[src/rtl/entradas_pkg.sv]
// Button event codes shared by the input stage and its consumers,
// plus the helper that maps a direction to its 180-degree opposite.
package entradas_pkg;

   typedef logic [2:0] cod_t;

   localparam cod_t COD_NINGUNO = 3'd0;
   localparam cod_t COD_ARRIBA  = 3'd1;
   localparam cod_t COD_ABAJO   = 3'd2;
   localparam cod_t COD_IZQ     = 3'd3;
   localparam cod_t COD_DER     = 3'd4;
   localparam cod_t COD_PAUSA   = 3'd5;

   function automatic cod_t opuesto(input cod_t codigo);
      case (codigo)
         COD_ARRIBA: opuesto = COD_ABAJO;
         COD_ABAJO:  opuesto = COD_ARRIBA;
         COD_IZQ:    opuesto = COD_DER;
         COD_DER:    opuesto = COD_IZQ;
         default:    opuesto = COD_NINGUNO;
      endcase
   endfunction

endpackage

[src/rtl/gestor_botones_antirrebote.sv]
// One button channel: 2-flop synchroniser then a stability filter; raw edge -> stable
// in 2+DEBOUNCE_CYCLES cycles, no backpressure (DEBOUNCE_CYCLES=0 passes the synchronised level).
module antirrebote #(
   parameter int DEBOUNCE_CYCLES = 4
) (
   input  logic clk,
   input  logic rst_n,
   input  logic raw,
   output logic stable
);

   logic s1, s2;

   always_ff @(posedge clk or negedge rst_n) begin
      if (!rst_n) begin
         s1 <= 1'b0;
         s2 <= 1'b0;
      end else begin
         s1 <= raw;
         s2 <= s1;
      end
   end

   generate
      if (DEBOUNCE_CYCLES == 0) begin : g_directo
         assign stable = s2;
      end else begin : g_filtro
         localparam int CW = $clog2(DEBOUNCE_CYCLES + 1);
         localparam logic [CW-1:0] LIMITE = CW'(DEBOUNCE_CYCLES - 1);

         logic [CW-1:0] cnt;
         logic          nivel;

         // cnt holds how many consecutive samples disagreed with nivel, minus the current one
         always_ff @(posedge clk or negedge rst_n) begin
            if (!rst_n) begin
               cnt   <= '0;
               nivel <= 1'b0;
            end else if (s2 == nivel) begin
               cnt <= '0;
            end else if (cnt == LIMITE) begin
               nivel <= s2;
               cnt   <= '0;
            end else begin
               cnt <= cnt + 1'b1;
            end
         end

         assign stable = nivel;
      end
   endgenerate

endmodule

[src/rtl/gestor_botones.sv]
// Debounced button presses -> snake rules -> event FIFO; stable edge -> evento_valid in 2 cycles.
// Consumer stalls with evento_ready=0; events arriving at a full queue are dropped (desborde).
module gestor_botones
   import entradas_pkg::*;
#(
   parameter int  N_BOTONES        = 5,
   parameter int  DEBOUNCE_CYCLES  = 4,
   parameter int  FIFO_DEPTH       = 4,
   parameter int  RECHAZAR_REVERSA = 1,
   localparam int CODE_W           = $clog2(N_BOTONES + 1)
) (
   input  logic                 clk,
   input  logic                 rst_n,
   input  logic [N_BOTONES-1:0] botones_raw,
   output logic                 evento_valid,
   output logic [CODE_W-1:0]    evento_codigo,
   input  logic                 evento_ready,
   output logic [CODE_W-1:0]    boton_pres,
   output logic                 pausa_activa,
   output logic                 rechazo,
   output logic                 desborde
);

   localparam int AW = $clog2(FIFO_DEPTH);

   logic [N_BOTONES-1:0] estable, estable_q, flanco;
   logic                 armado, hay_pulsacion;
   logic                 es_pausa, es_dir, reversa, aceptado, descartado;
   int                   idx;
   cod_t                 cod_dir, ultima_dir;
   logic                 acc_vld;
   logic [CODE_W-1:0]    acc_cod;

   logic [CODE_W-1:0]    mem [FIFO_DEPTH];
   logic [AW:0]          wr_ptr, rd_ptr;
   logic                 vacia, llena, push, pop;

   for (genvar g = 0; g < N_BOTONES; g++) begin : g_canal
      antirrebote #(.DEBOUNCE_CYCLES(DEBOUNCE_CYCLES)) u_antirrebote (
         .clk    (clk),
         .rst_n  (rst_n),
         .raw    (botones_raw[g]),
         .stable (estable[g])
      );
   end

   assign flanco = estable & ~estable_q;

   // Descending scan so the lowest rising channel is the one left in idx
   always_comb begin
      hay_pulsacion = 1'b0;
      idx           = 0;
      for (int i = N_BOTONES - 1; i >= 0; i--) begin
         if (armado && flanco[i]) begin
            hay_pulsacion = 1'b1;
            idx           = i;
         end
      end
   end

   always_comb begin
      cod_dir    = cod_t'(idx + 1);
      es_pausa   = (idx + 1 == int'(COD_PAUSA));
      es_dir     = (idx + 1 < int'(COD_PAUSA));
      reversa    = (RECHAZAR_REVERSA != 0) && (ultima_dir != COD_NINGUNO) &&
                   (opuesto(ultima_dir) == cod_dir);
      descartado = hay_pulsacion && es_dir && (pausa_activa || reversa);
      aceptado   = hay_pulsacion && !descartado;
   end

   always_ff @(posedge clk or negedge rst_n) begin
      if (!rst_n) begin
         estable_q    <= '0;
         armado       <= 1'b1;
         ultima_dir   <= COD_NINGUNO;
         pausa_activa <= 1'b0;
         boton_pres   <= '0;
         rechazo      <= 1'b0;
         acc_vld      <= 1'b0;
         acc_cod      <= '0;
      end else begin
         estable_q <= estable;
         armado    <= (estable == '0) || (armado && !hay_pulsacion);
         rechazo   <= descartado;
         acc_vld   <= aceptado;
         if (aceptado) begin
            acc_cod    <= CODE_W'(idx + 1);
            boton_pres <= CODE_W'(idx + 1);
         end
         if (aceptado && es_pausa) pausa_activa <= ~pausa_activa;
         if (aceptado && es_dir) ultima_dir <= cod_dir;
      end
   end

   // Extra pointer bit tells full from empty when the indices match
   assign vacia = (wr_ptr == rd_ptr);
   assign llena = (wr_ptr[AW] != rd_ptr[AW]) && (wr_ptr[AW-1:0] == rd_ptr[AW-1:0]);
   assign pop   = !vacia && evento_ready;
   assign push  = acc_vld && (!llena || pop);

   always_ff @(posedge clk or negedge rst_n) begin
      if (!rst_n) begin
         wr_ptr   <= '0;
         rd_ptr   <= '0;
         desborde <= 1'b0;
         for (int i = 0; i < FIFO_DEPTH; i++) mem[i] <= '0;
      end else begin
         desborde <= acc_vld && llena && !pop;
         if (push) begin
            mem[wr_ptr[AW-1:0]] <= acc_cod;
            wr_ptr              <= wr_ptr + 1'b1;
         end
         if (pop) rd_ptr <= rd_ptr + 1'b1;
      end
   end

   assign evento_valid  = !vacia;
   assign evento_codigo = vacia ? '0 : mem[rd_ptr[AW-1:0]];

endmodule

[config.mk]
export PLATFORM = sky130hd
export DESIGN_NAME = gestor_botones
export DESIGN_NICKNAME = d
export VERILOG_FILES = /design/src/rtl/entradas_pkg.sv /design/src/rtl/gestor_botones_antirrebote.sv /design/src/rtl/gestor_botones.sv
export SDC_FILE = /design/constraint.sdc
export NUM_CORES = 1
export LEC_CHECK = 0
export ABC_AREA = 0
export BUFFER_PORTS_ARGS = -buffer_cell sky130_fd_sc_hd__buf_2
export CELL_PAD_IN_SITES_DETAIL_PLACEMENT = 1
export CELL_PAD_IN_SITES_GLOBAL_PLACEMENT = 1
export CORE_ASPECT_RATIO = 1.25
export CORE_MARGIN = 2
export CORE_UTILIZATION = 53
export DETAILED_ROUTE_END_ITERATION = 8
export PLACE_DENSITY = 0.91
export SETUP_SLACK_MARGIN = 0.1
export SLEW_MARGIN = 20
export SYNTH_ARGS = -nofsm -noshare
export SYNTH_HDL_FRONTEND = slang
export SYNTH_SLANG_ARGS = --single-unit
export TNS_END_PERCENT = 10
[constraint.sdc]
create_clock -name clk -period 5.1 [get_ports clk]
set_clock_uncertainty 0.05 [all_clocks]
set_input_delay 0.51 -clock clk [delete_from_list [all_inputs] [get_ports clk]]
set_output_delay 0.51 -clock clk [all_outputs]
set_load 0.005 [all_outputs]
* Yosys cells after proc, flatten, opt, wreduce, memory -nomap -nowiden
Cells that the tools add are included.
W data, S select, Z words.
** Storage, ports and cells
- Bits in registers :: 64
- Latch bits :: 0
- Memory bits (writable) :: 0
- ROM bits :: 0
- Input bits :: 8
- Output and inout bits :: 10
- Word-level logic and storage cells :: 136
- Memories kept :: 0
** Cells by class
- Add/sub/neg operators :: 8
- Multipliers :: 0
- Div/mod/pow operators :: 0
- Magnitude comparators :: 4
- Eq/ne operators :: 19
- Shift-type cells :: 0
- Multiplexer cells :: 28
- Bitwise logic cells :: 10
- Reduce and logical (&&, ||, !) cells :: 33
** Operator list (number)
- $mux W32 :: 3
- $mux W3 :: 16
- $add A32 B2 Y32 const B :: 1
- $eq A32 B4 Y1 const B :: 1
- $lt A32 B4 Y1 const B :: 1
- $add A3 B1 Y3 const B :: 7
- $eq A3 B2 Y1 const B :: 7
- $logic_and A1 B1 Y1 :: 18
- $bwmux W12 :: 1
- $pmux W3 S4 :: 1
- $reduce_and A2 Y1 :: 5
- $bmux W3 S2 :: 1
- $demux W3 S2 :: 1
- $eq A3 B3 Y1 :: 2
- $ge A3 B3 Y1 const B :: 2
- $not A1 Y1 :: 6
- $not A2 Y3 :: 2
- $and A5 B5 Y5 :: 1
- $eq A1 B1 Y1 :: 5
- $logic_not A1 Y1 :: 5
- $logic_not A5 Y1 :: 1
- $mux W1 :: 5
- $not A5 Y5 :: 1
- $eq A3 B1 Y1 const B :: 1
- 6 further kinds :: 8

* Depth between registers and ports, before layout
Gate-level depths: netlist of the first run.
- Word-level depth :: 16
- Gate-level depth with buffers :: 11
- Gate-level depth less buffers :: 11

* By module
From an unflattened synthesis of the first run, not the netlist that was laid out.
** Unflattened totals
- Cell total of the unflattened synthesis :: 213
- Area total of the unflattened synthesis :: 2916.5 um^2
** Modules (own cells, without submodules)
- gestor_botones :: times used 1, cells an instance 148, area an instance 1821.7 um^2
- antirrebote at g_canal[1].u_antirrebote ... :: times used 4, cells an instance 13, area an instance 216.5 um^2
- antirrebote at g_canal[0].u_antirrebote :: times used 1, cells an instance 13, area an instance 229.0 um^2

* Worst setup path after synthesis of the first run
Ideal clock, no wire load.
- Kind :: register -> register
- Start point :: reg g_canal[3].u_antirrebote.g_filtro.nivel
- End point :: reg acc_cod[0]
- Setup time :: 0.125 ns
- Data arrival time :: 2.481 ns
- Data required time :: 4.925 ns
- Slack :: 2.444 ns
- Cell stages (with the launch flop) :: 9
- Path through :: dfrtp_1 > nand2b_1 > o21ai_0 > and3_1 > ha_1 > o311a_1 > mux2_4 > o31ai_4 > mux2_4
** On the way
- Word-level cells in the longest chain between the ends :: 13
- Elaborated cells on any way between the ends :: 19
- Classes of those cells :: 1 x add/sub; 1 x order compare; 1 x eq/ne; 8 x mux; 1 x bitwise; 7 x reduce/logical
** Ends and longest elaborated chain
- start: declaration :: line gestor_botones_antirrebote.sv:32 : logic nivel;
- start signal: assignment :: line gestor_botones_antirrebote.sv:38 : nivel <= 1'b0;
- start signal: assignment :: line gestor_botones_antirrebote.sv:42 : nivel <= s2;
- $and A5 B5 Y5 * :: line gestor_botones.sv:47 : assign flanco = estable & ~estable_q;
- $logic_and A1 B1 Y1 * :: line gestor_botones.sv:54 : if (armado && flanco[i]) begin
- $mux W3 * :: line gestor_botones.sv:54
- $mux W32 * (3 in a row) :: line gestor_botones.sv:54
- $add A32 B2 Y32 * :: line gestor_botones.sv:62 : cod_dir = cod_t'(idx + 1);
- net cod_dir[1] :: line gestor_botones.sv:30 : cod_t cod_dir, ultima_dir;
- parallel branches: the longest is 3 deep, another holds $lt A32 B4 Y1
- $logic_and A1 B1 Y1 * :: line gestor_botones.sv:67 : descartado = hay_pulsacion && es_dir && (pausa_activa || reversa);
- $logic_not A1 Y1 * :: line gestor_botones.sv:68 : aceptado = hay_pulsacion && !descartado;
- $logic_and A1 B1 Y1 * :: line gestor_botones.sv:68
- end signal: assignment :: line gestor_botones.sv:87 : acc_cod <= CODE_W'(idx + 1);
- end: declaration :: line gestor_botones.sv:32 : logic [CODE_W-1:0] acc_cod;
Mark *: on every way through the listed nets, which the timed path passes.
A chain may end at the register's enable or synchronous reset.

* Final worst setup path of the first run
- Start point :: reg g_canal[2].u_antirrebote.g_filtro.nivel
- End point :: reg acc_cod[0]
** On the way
- Word-level cells in the longest chain between the ends :: 12
- Elaborated cells on any way between the ends :: 17
- Classes of those cells :: 1 x add/sub; 1 x order compare; 1 x eq/ne; 6 x mux; 1 x bitwise; 7 x reduce/logical
** Ends and longest elaborated chain (line)
- start: declaration :: gestor_botones_antirrebote.sv:32
- start signal: assignment :: gestor_botones_antirrebote.sv:38
- start signal: assignment :: gestor_botones_antirrebote.sv:42
- $and A5 B5 Y5 * :: gestor_botones.sv:47
- $logic_and A1 B1 Y1 * :: gestor_botones.sv:54
- $mux W32 * (3 in a row) :: gestor_botones.sv:54
- $add A32 B2 Y32 * :: gestor_botones.sv:62
- net cod_dir[1] :: gestor_botones.sv:30
- parallel branches: the longest is 3 deep, another holds $lt A32 B4 Y1
- $logic_and A1 B1 Y1 * :: gestor_botones.sv:67
- $logic_not A1 Y1 * :: gestor_botones.sv:68
- $logic_and A1 B1 Y1 * :: gestor_botones.sv:68
Marked as above.

==> metrics.log, run 1 <==
[metrics] Period minus WS final: 2.94 ns
[metrics] Peak supply drop: 265 uV
[metrics] switching component of the power: 0.000658 W
[metrics] Final Cycle Share: 57.6%
[metrics] insertion delay to the later sink of the worst-skew pair: 0.34 ns
[metrics] hold violation total from the final report: 0
[metrics] detailed placement HPWL: 4.08 mm
[metrics] Gate Count Post-Synth: 211
[metrics] detail-routed via count per cell: 5.62
[metrics] Cell Area, Synth: 0.00281 sq mm
[metrics] flops & latches, synth: 64
[metrics] count of cells along the worst hold path: 1
[metrics] Clock Root Buffer: clkbuf_8
[metrics] Required @ worst endpoint: 5.27 ns
[metrics] aggregate global-route resource usage: 22.5%
[metrics] net count of the finished layout: 258
[metrics] DRC errors left: 0
[metrics] clock transition at the registers of the reported paths: 0.06 ns
[metrics] height of the die: 85.4 um
[metrics] total grt overflow: 0
[metrics] buffers inserted by post-CTS timing repair: 0
[metrics] number of port buffers: 17
[metrics] average wire per cell in the routed design: 18.4 um
[metrics] fraction of power spent switching nets: 34.3%
[metrics] Iter 0 DRT Violations: 71
[metrics] Top-Level Pins: 18
[metrics] via count of the first global-routing pass: 1989
[metrics] setup slack on the worst flop-to-flop path: 2.16 ns
[metrics] worst slack at placement: 2.16 ns
[metrics] core footprint: 0.00508 sq mm
[metrics] Startpoint Class: register
[metrics] post-cts repair resize count: 0
[metrics] worst slew margin relative to its limit: 48.1%
[metrics] sequential area share after synthesis: 57.1%
[metrics] Clock Power Share: 22.6%
[metrics] Yosys warnings: 0
[metrics] mean instance size in the synthesized netlist: 13.3 sq um
[metrics] minimum setup slack in the final design: 2.16 ns
[metrics] number of distinct standard cells referenced by the synthesized netlist: 40
[metrics] Finished Cell Area: 0.00317 sq mm
[metrics] maximum buffer depth of the clock tree: 2
[metrics] area share of the leading cell type in the synthesized netlist: 56.2%
[metrics] leading area contributor after synthesis: dfrtp_1
[metrics] Slew Limit Fails: 0
[metrics] final weighted congestion of routability-driven global placement: 0.844
[metrics] setup TNS after final layout: 0 ns
[metrics] critical register-to-register path startpoint: g_canal[2].u_antirrebote.stable
[metrics] actual transition at the worst max-transition pin: 0.778 ns
[metrics] worst-path fanout max: 7
[metrics] first-pass GRT wire length: 9.70 mm
[metrics] worst hold slack after final layout: 0.221 ns
[metrics] Internal Dissipation: 0.00126 W
[metrics] clock buffer count from CTS: 9
[metrics] Setup-failing EPs final: 0
[metrics] arrival time of data at the critical path endpoint: 3.11 ns
[metrics] RSZ-0062 raised after global routing: no
[metrics] Die Outline Area: 0.00590 sq mm
[metrics] maximum number of pins on one net before global-route repair: 65
[metrics] fill count: 510
[metrics] cells taking the most area after synthesis: dfrtp_1 56%, mux2_2 7.6%, ha_1 5.3%, xnor2_1 4.1%, mux4_2 2.4%
[metrics] share of final-layout standard cells stronger than drive strength 1: 25.9%
[metrics] capture instance of the worst register-to-register path: acc_cod[0]
[metrics] category of the worst setup path capture point: register
[metrics] total placed instance area: 0.00297 sq mm
[metrics] Final Total Pwr: 0.00192 W
[metrics] Cell Rows: 29
[metrics] Maximum Capacitance Violations: 0
[metrics] Area Overhead vs Synth: 12.8%
[metrics] maximum clock frequency: 340 MHz
[metrics] sequential share of power: 43.9%
[metrics] outcome: completed
[metrics] initial antenna violation count: 0
[metrics] Post-Synthesis Net Count: 231
[metrics] number of H-tree branching levels: 3
[metrics] Static Leak: 1.49 nW
[metrics] Sequential Area: 0.00160 sq mm
[metrics] Worst Reg-to-Reg Cells: 8
[metrics] clock tree sinks: 64
[metrics] type of the most critical hold path: input pin to register
[metrics] crit path launch: g_canal[2].u_antirrebote.stable
[metrics] vias after detailed routing: 1714
[metrics] area occupied by multi-input gates: 0.00115 sq mm
[metrics] wire length reported by the detailed router: 5.62 mm
[metrics] Comb pwr share: 33.6%
[metrics] ANT cells: 0
[metrics] crit path kind: register to register
[metrics] Critical Path Sink: acc_cod[0]
[metrics] count of hold buffers inserted by post-cts repair: 0
[metrics] effective utilization at floorplan: 55.2%
[metrics] number of detailed-routing iterations run before antenna repair: 4
[metrics] Die Span X: 69.1 um
[metrics] P per Cell Area: 605 mW/mm^2
[metrics] post-route antenna net violation count: 0
[metrics] clock tree from TritonCTS: built
-- through the flow --
stage / util (%) / std cells
global route: 62.3 / 305
detailed placement: 58.4 / 289
finish: 62.3 / 305
CTS: 62.3 / 305
floorplan: - / 211
global placement: 58.4 / 289
-- state kept, by name (all words and copies together) (netlist names) --
register                            cells
rechazo                                 1
mem                                    12
g_canal.u_antirrebote.s2                5
g_canal.u_antirrebote.s1                5
rd_ptr                                  3
g_canal.u_antirrebote.stable            5
ultima_dir                              3
pausa_activa                            1
estable_q                               5
armado                                  1
g_canal.u_antirrebote.g_filtro.cnt     15
desborde                                1
acc_cod                                 3
wr_ptr                                  3
acc_vld                                 1
-- worst max-delay path: stages, from the launching register on --
cell,delay (ns)
dfrtp_1,0.44
nor2b_1,0.20
o21ai_0,0.09
and3_1,0.24
ha_1,0.41
o311a_1,0.39
mux2_4,0.31
o31ai_4,0.35
mux2_4,0.34
-- cells by family after synthesis --
kind of cell               count (synthesis)  synth area share, %
xor gates and xnor gates                  14                 4.86
buffers and inverters                     15                 2.05
AOI/OAI and AO/OA                         21                 5.57
and+or+nand+nor                           58                 12.7
adders and majority gates                 12                 5.35
muxes                                     27                 12.3
DFF                                       64                 57.1
-- layer usage --
metal	global-route usage, %	vias up	part of all wire (%)
li1	-	787	-
met1	22.9	882	37
met2	41.6	30	57
met3	5.82	15	3.1
met4	12.3	0	3.2
met5	0	-	0
-- synth_stat cells --
master,n
nor3b_1,8
and4_1,1
clkbuf_1,1
o22ai_1,1
nor2_1,3
a21o_1,2
nor3b_4,2
nor2b_1,9
o31ai_1,2
nand4_1,2
xnor2_1,13
mux4_2,3
o311a_1,1
inv_2,1
and2_1,5
mux2i_1,2
nand3_1,3
ha_1,12
dfrtp_1,63
o21bai_1,1
or4_1,1
mux2_2,19
dfstp_2,1
nand2_1,10
a31o_2,1
o21a_1,1
inv_1,12
or3_1,1
nor3_1,7
a211o_1,1
o21ai_0,6
a21oi_1,1
and3_1,2
a31oi_1,2
buf_2,1
nand2b_1,4
a41oi_1,1
mux2_4,3
o31ai_4,1
xnor3_1,1
-- placed cells by master, fill, tap and decap left out, types with 2 or more instances in the layout --
cell type | Yosys | final
a31oi_1 | 2 | 2
nor2_1 | 3 | 3
a21o_1 | 2 | 2
xnor2_1 | 13 | 13
and3_1 | 2 | 2
o21ai_0 | 6 | 6
nor3b_4 | 2 | 2
nand2_1 | 10 | 10
clkbuf_8 | 0 | 11
inv_1 | 12 | 12
clkbuf_1 | 1 | 2
nand3_1 | 3 | 3
o31ai_1 | 2 | 2
clkinv_2 | 0 | 2
nand4_1 | 2 | 2
dfrtp_1 | 63 | 63
nor2b_1 | 9 | 9
buf_2 | 1 | 17
mux2_2 | 19 | 19
nor3_1 | 7 | 7
ha_1 | 12 | 12
mux2i_1 | 2 | 2
mux2_4 | 3 | 3
nor3b_1 | 8 | 8
and2_1 | 5 | 5
nand2b_1 | 4 | 4
mux4_2 | 3 | 3
-- layout make-up --
class	count	share of cell area (%)
tap	62	2.45
sequential	64	50.6
inverter	13	1.54
clock inverter	3	1.26
multi-input combinational	132	36.2
timing repair buffer	18	2.92
clock buffer	13	5.02
-- power by group through the flow --
stage / Combinational (W) / Sequential [W] / Clock [W]
2_1_floorplan: 0.000488 / 0.000788 / 0
3_3_place_gp: 0.000589 / 0.000829 / 0
3_5_place_dp: 0.000647 / 0.000850 / 0
4_1_cts: 0.000655 / 0.000844 / 0.000446
5_1_grt: 0.000724 / 0.000866 / 0.000471
6_report: 0.000643 / 0.000840 / 0.000433
-- worst min path at each step --
stage                                      from                           to  slack [ns]
global route                     botones_raw[1]  g_canal[1].u_antirrebote.s1        0.20
CTS                              botones_raw[1]  g_canal[1].u_antirrebote.s1        0.21
global placement    g_canal[1].u_antirrebote.s1  g_canal[1].u_antirrebote.s2        0.28
floorplan                                 rst_n                   acc_cod[0]        0.16
finish                           botones_raw[1]  g_canal[1].u_antirrebote.s1        0.22
detailed placement  g_canal[4].u_antirrebote.s1  g_canal[4].u_antirrebote.s2        0.29
Power figures use the tool's default switching activity.
==> run 2: changes to the inputs <==
- CORE_UTILIZATION: 53 -> 49
- PLACE_DENSITY: 0.91 -> 0.86
- clock period: 5.1 -> 2.8 ns (I/O delays scaled with it)
==> metrics.log, run 2 (synthesis gave the netlist of run 1 again) <==
[metrics] maximum clock frequency: 386 MHz (was 340 MHz)
[metrics] most common cell after layout, fill and taps aside: dfrtp_1 (unchanged)
[metrics] worst slew margin relative to its limit: 54.7% (was 48.1%)
[metrics] clock buffer count from CTS: 9 (unchanged)
[metrics] Static Leak: 1.54 nW (was 1.49 nW)
[metrics] most prevalent standard cell on the critical path: mux2_4 (unchanged)
[metrics] Area Overhead vs Synth: 17.8% (was 12.8%)
[metrics] crit path kind: register to register (unchanged)
[metrics] worst-path fanout max: 7 (unchanged)
[metrics] net count of the finished layout: 270 (was 258)
[metrics] final weighted congestion of routability-driven global placement: 0.860 (was 0.844)
[metrics] critical register-to-register path startpoint: g_canal[2].u_antirrebote.stable (unchanged)
[metrics] maximum number of pins on one net before global-route repair: 38 (was 65)
[metrics] Final Cycle Share: 92.5% (was 57.6%)
[metrics] capture instance of the worst register-to-register path: acc_cod[1] (was acc_cod[0])
[metrics] Internal Dissipation: 0.00229 W (was 0.00126 W)
[metrics] via count of the first global-routing pass: 1931 (was 1989)
[metrics] switching component of the power: 0.00120 W (was 0.000658 W)
[metrics] ANT cells: 0 (unchanged)
[metrics] worst slack at placement: 0.0815 ns (was 2.16 ns)
[metrics] Setup-failing EPs final: 0 (unchanged)
[metrics] DRC errors left: 0 (unchanged)
[metrics] vias after detailed routing: 1736 (was 1714)
[metrics] total placed instance area: 0.00303 sq mm (was 0.00297 sq mm)
[metrics] count of placed standard cells in the final layout, fillers left out: 318 (was 305)
[metrics] setup slack on the worst flop-to-flop path: 0.21 ns (was 2.16 ns)
[metrics] minimum setup slack in the final design: 0.209 ns (was 2.16 ns)
[metrics] setup TNS after final layout: 0 ns (unchanged)
[metrics] number of H-tree branching levels: 3 (unchanged)
[metrics] clock tree sinks: 64 (unchanged)
[metrics] Worst Reg-to-Reg Cells: 8 (unchanged)
[metrics] P per Cell Area: 1050 mW/mm^2 (was 605 mW/mm^2)
[metrics] Buf/Inv on CP: 0 (unchanged)
[metrics] outcome: completed (unchanged)
[metrics] number of detailed-routing iterations run before antenna repair: 4 (unchanged)
[metrics] effective utilization at floorplan: 51.2% (was 55.2%)
[metrics] fraction of power spent switching nets: 34.3% (about the same)
[metrics] Slew Limit Fails: 0 (unchanged)
[metrics] Top-Level Pins: 18 (unchanged)
[metrics] Peak supply drop: 571 uV (was 265 uV)
[metrics] first-pass GRT wire length: 8.96 mm (was 9.70 mm)
[metrics] area occupied by multi-input gates: 0.00119 sq mm (was 0.00115 sq mm)
[metrics] largest register by flop count: g_canal.u_antirrebote.g_filtro.cnt (unchanged)
[metrics] wire length reported by the detailed router: 5.24 mm (was 5.62 mm)
[metrics] average wire per cell in the routed design: 16.5 um (was 18.4 um)
[metrics] Iter 0 DRT Violations: 47 (was 71)
[metrics] slowest cell on the critical path: dfrtp_1 (unchanged)
[metrics] Critical Path Sink: acc_cod[1] (was acc_cod[0])
[metrics] buffers inserted by post-CTS timing repair: 0 (unchanged)
[metrics] Crit path max-delay family: compound AO/OA/AOI/OAI gates (unchanged)
[metrics] Die Outline Area: 0.00635 sq mm (was 0.00590 sq mm)
[metrics] launch point of the worst hold path: evento_ready (was botones_raw[1])
[metrics] detailed placement HPWL: 3.74 mm (was 4.08 mm)
[metrics] type of the most critical hold path: input pin to register (unchanged)
[metrics] Comb pwr share: 36.6% (was 33.6%)
[metrics] commonest cells after routing, fill and taps aside: 63 x dfrtp_1, 19 x mux2_2, 17 x buf_2 (unchanged)
[metrics] post-route antenna net violation count: 0 (unchanged)
[metrics] number of port buffers: 17 (unchanged)
[metrics] total grt overflow: 0 (unchanged)
[metrics] critical-path cell list: nor2b_1 > o21ai_1 > and3_4 > ha_4 > o311a_1 > mux2_4 > o31ai_4 > mux2_4 (was nor2b_1 > o21ai_0 > and3_1 > ha_1 > o311a_1 > mux2_4 > o31ai_4 > mux2_4)
[metrics] core footprint: 0.00548 sq mm (was 0.00508 sq mm)
[metrics] Required @ worst endpoint: 2.96 ns (was 5.27 ns)
[metrics] Period minus WS final: 2.59 ns (was 2.94 ns)
[metrics] actual transition at the worst max-transition pin: 0.679 ns (was 0.778 ns)
[metrics] Sequential Area: 0.00160 sq mm (unchanged)
[metrics] Regs by FF count: g_canal.u_antirrebote.g_filtro.cnt (15), mem (12) (unchanged)
[metrics] crit path launch: g_canal[2].u_antirrebote.stable (unchanged)
[metrics] Cell Rows: 30 (was 29)
[metrics] clock tree from TritonCTS: built (unchanged)
[metrics] worst hold slack after final layout: 0.217 ns (was 0.221 ns)
[metrics] Startpoint Class: register (unchanged)
[metrics] Die Span X: 71.7 um (was 69.1 um)
[metrics] category of the worst setup path capture point: register (unchanged)
[metrics] max reg flops: 15 (unchanged)
[metrics] Maximum Capacitance Violations: 0 (unchanged)
[metrics] arrival time of data at the critical path endpoint: 2.75 ns (was 3.11 ns)
[metrics] fill count: 542 (was 510)
[metrics] peak per-stage delay on the critical path: 0.42 ns (was 0.44 ns)
[metrics] RSZ-0062 raised after global routing: no (unchanged)
[metrics] placed cells: 297 (was 289)
[metrics] hold violation total from the final report: 0 (unchanged)
[metrics] detail-routed via count per cell: 5.46 (was 5.62)
[metrics] stages on the worst setup path: 8 (unchanged)
[metrics] height of the die: 88.6 um (was 85.4 um)
[metrics] insertion delay to the later sink of the worst-skew pair: 0.33 ns (was 0.34 ns)
[metrics] initial antenna violation count: 0 (unchanged)
[metrics] Clock Root Buffer: clkbuf_8 (unchanged)
[metrics] clock transition at the registers of the reported paths: 0.07 ns (was 0.06 ns)
[metrics] share of final-layout standard cells stronger than drive strength 1: 30.3% (was 25.9%)
[metrics] maximum buffer depth of the clock tree: 2 (unchanged)
[metrics] Clock Power Share: 20.0% (was 22.6%)
[metrics] aggregate global-route resource usage: 18.8% (was 22.5%)
[metrics] sequential share of power: 43.4% (was 43.9%)
[metrics] Finished Cell Area: 0.00331 sq mm (was 0.00317 sq mm)
[run 2: cell count changes in the layout (fill, tap and decap cells not counted), sizes merged]
| cell | previous run | this run |
|---|---|---|
| buf | 18 | 24 |
| bufinv | 1 | 0 |
| clkbuf | 13 | 12 |
| clkinvlp | 0 | 1 |
| dlygate4sd3 | 0 | 6 |
[run 2: worst min-delay path by stage]
stage / depth (start not counted) / slack [ns] / endpoint
5_1_grt: 3 / 0.24 / rd_ptr[2]
6_report: 3 / 0.22 / rd_ptr[0]
3_5_place_dp: 0 / 0.29 / g_canal[1].u_antirrebote.s2
2_1_floorplan: 0 / -0.07 / acc_cod[0]
3_3_place_gp: 0 / 0.28 / g_canal[3].u_antirrebote.s2
4_1_cts: 3 / 0.20 / rd_ptr[0]
[run 2: power groups by stage]
stage                     logic, W  clock network [W]  registers, W
after detailed placement   0.00123                  0       0.00152
after global placement     0.00116                  0       0.00149
after floorplan           0.000888                  0       0.00143
after global routing       0.00144           0.000755       0.00155
after CTS                  0.00125           0.000719       0.00150
final                      0.00128           0.000696       0.00151
[run 2: metrics by stage]
| step | power, W | util, % |
|---|---|---|
| global route | 0.00375 | 60.3 |
| finish | 0.00349 | 60.3 |
| floorplan | 0.00232 | - |
| CTS | 0.00347 | 59.5 |
| detailed placement | 0.00275 | 55.3 |
| global placement | 0.00265 | 55.3 |
[run 2: worst register-to-register path: stages (launching register included)]
cell and delay, ns:
dfrtp_1 0.42, nor2b_1 0.16, o21ai_1 0.11, and3_4 0.20, ha_4 0.22, o311a_1 0.35, mux2_4 0.31, o31ai_4 0.33
mux2_4 0.33
[run 2: what timing repair did]
item	in CTS	in global routing
endpoints found under the hold margin	32	0
pin swaps	1	3
resized for setup	0	12
hold buffers	6	0
endpoints found under the setup margin	4	6
[run 2: routing by layer]
| metal | global-route usage [%] | wire, um |
|---|---|---|
| met1 | 20.9 | 2140 |
| met2 | 33.8 | 2860 |
| met3 | 4.33 | 163 |
| met4 | 9.26 | 67 |
| met5 | 0 | 0 |
[run 2: area by class of cell]
class	count	area share, %
multi-input cells	132	36.1
repair buffers	30	6.36
flip-flops and latches	64	48.5
clock buffers	12	4.69
well taps	64	2.42
clock inverters	3	0.530
inverters	13	1.48
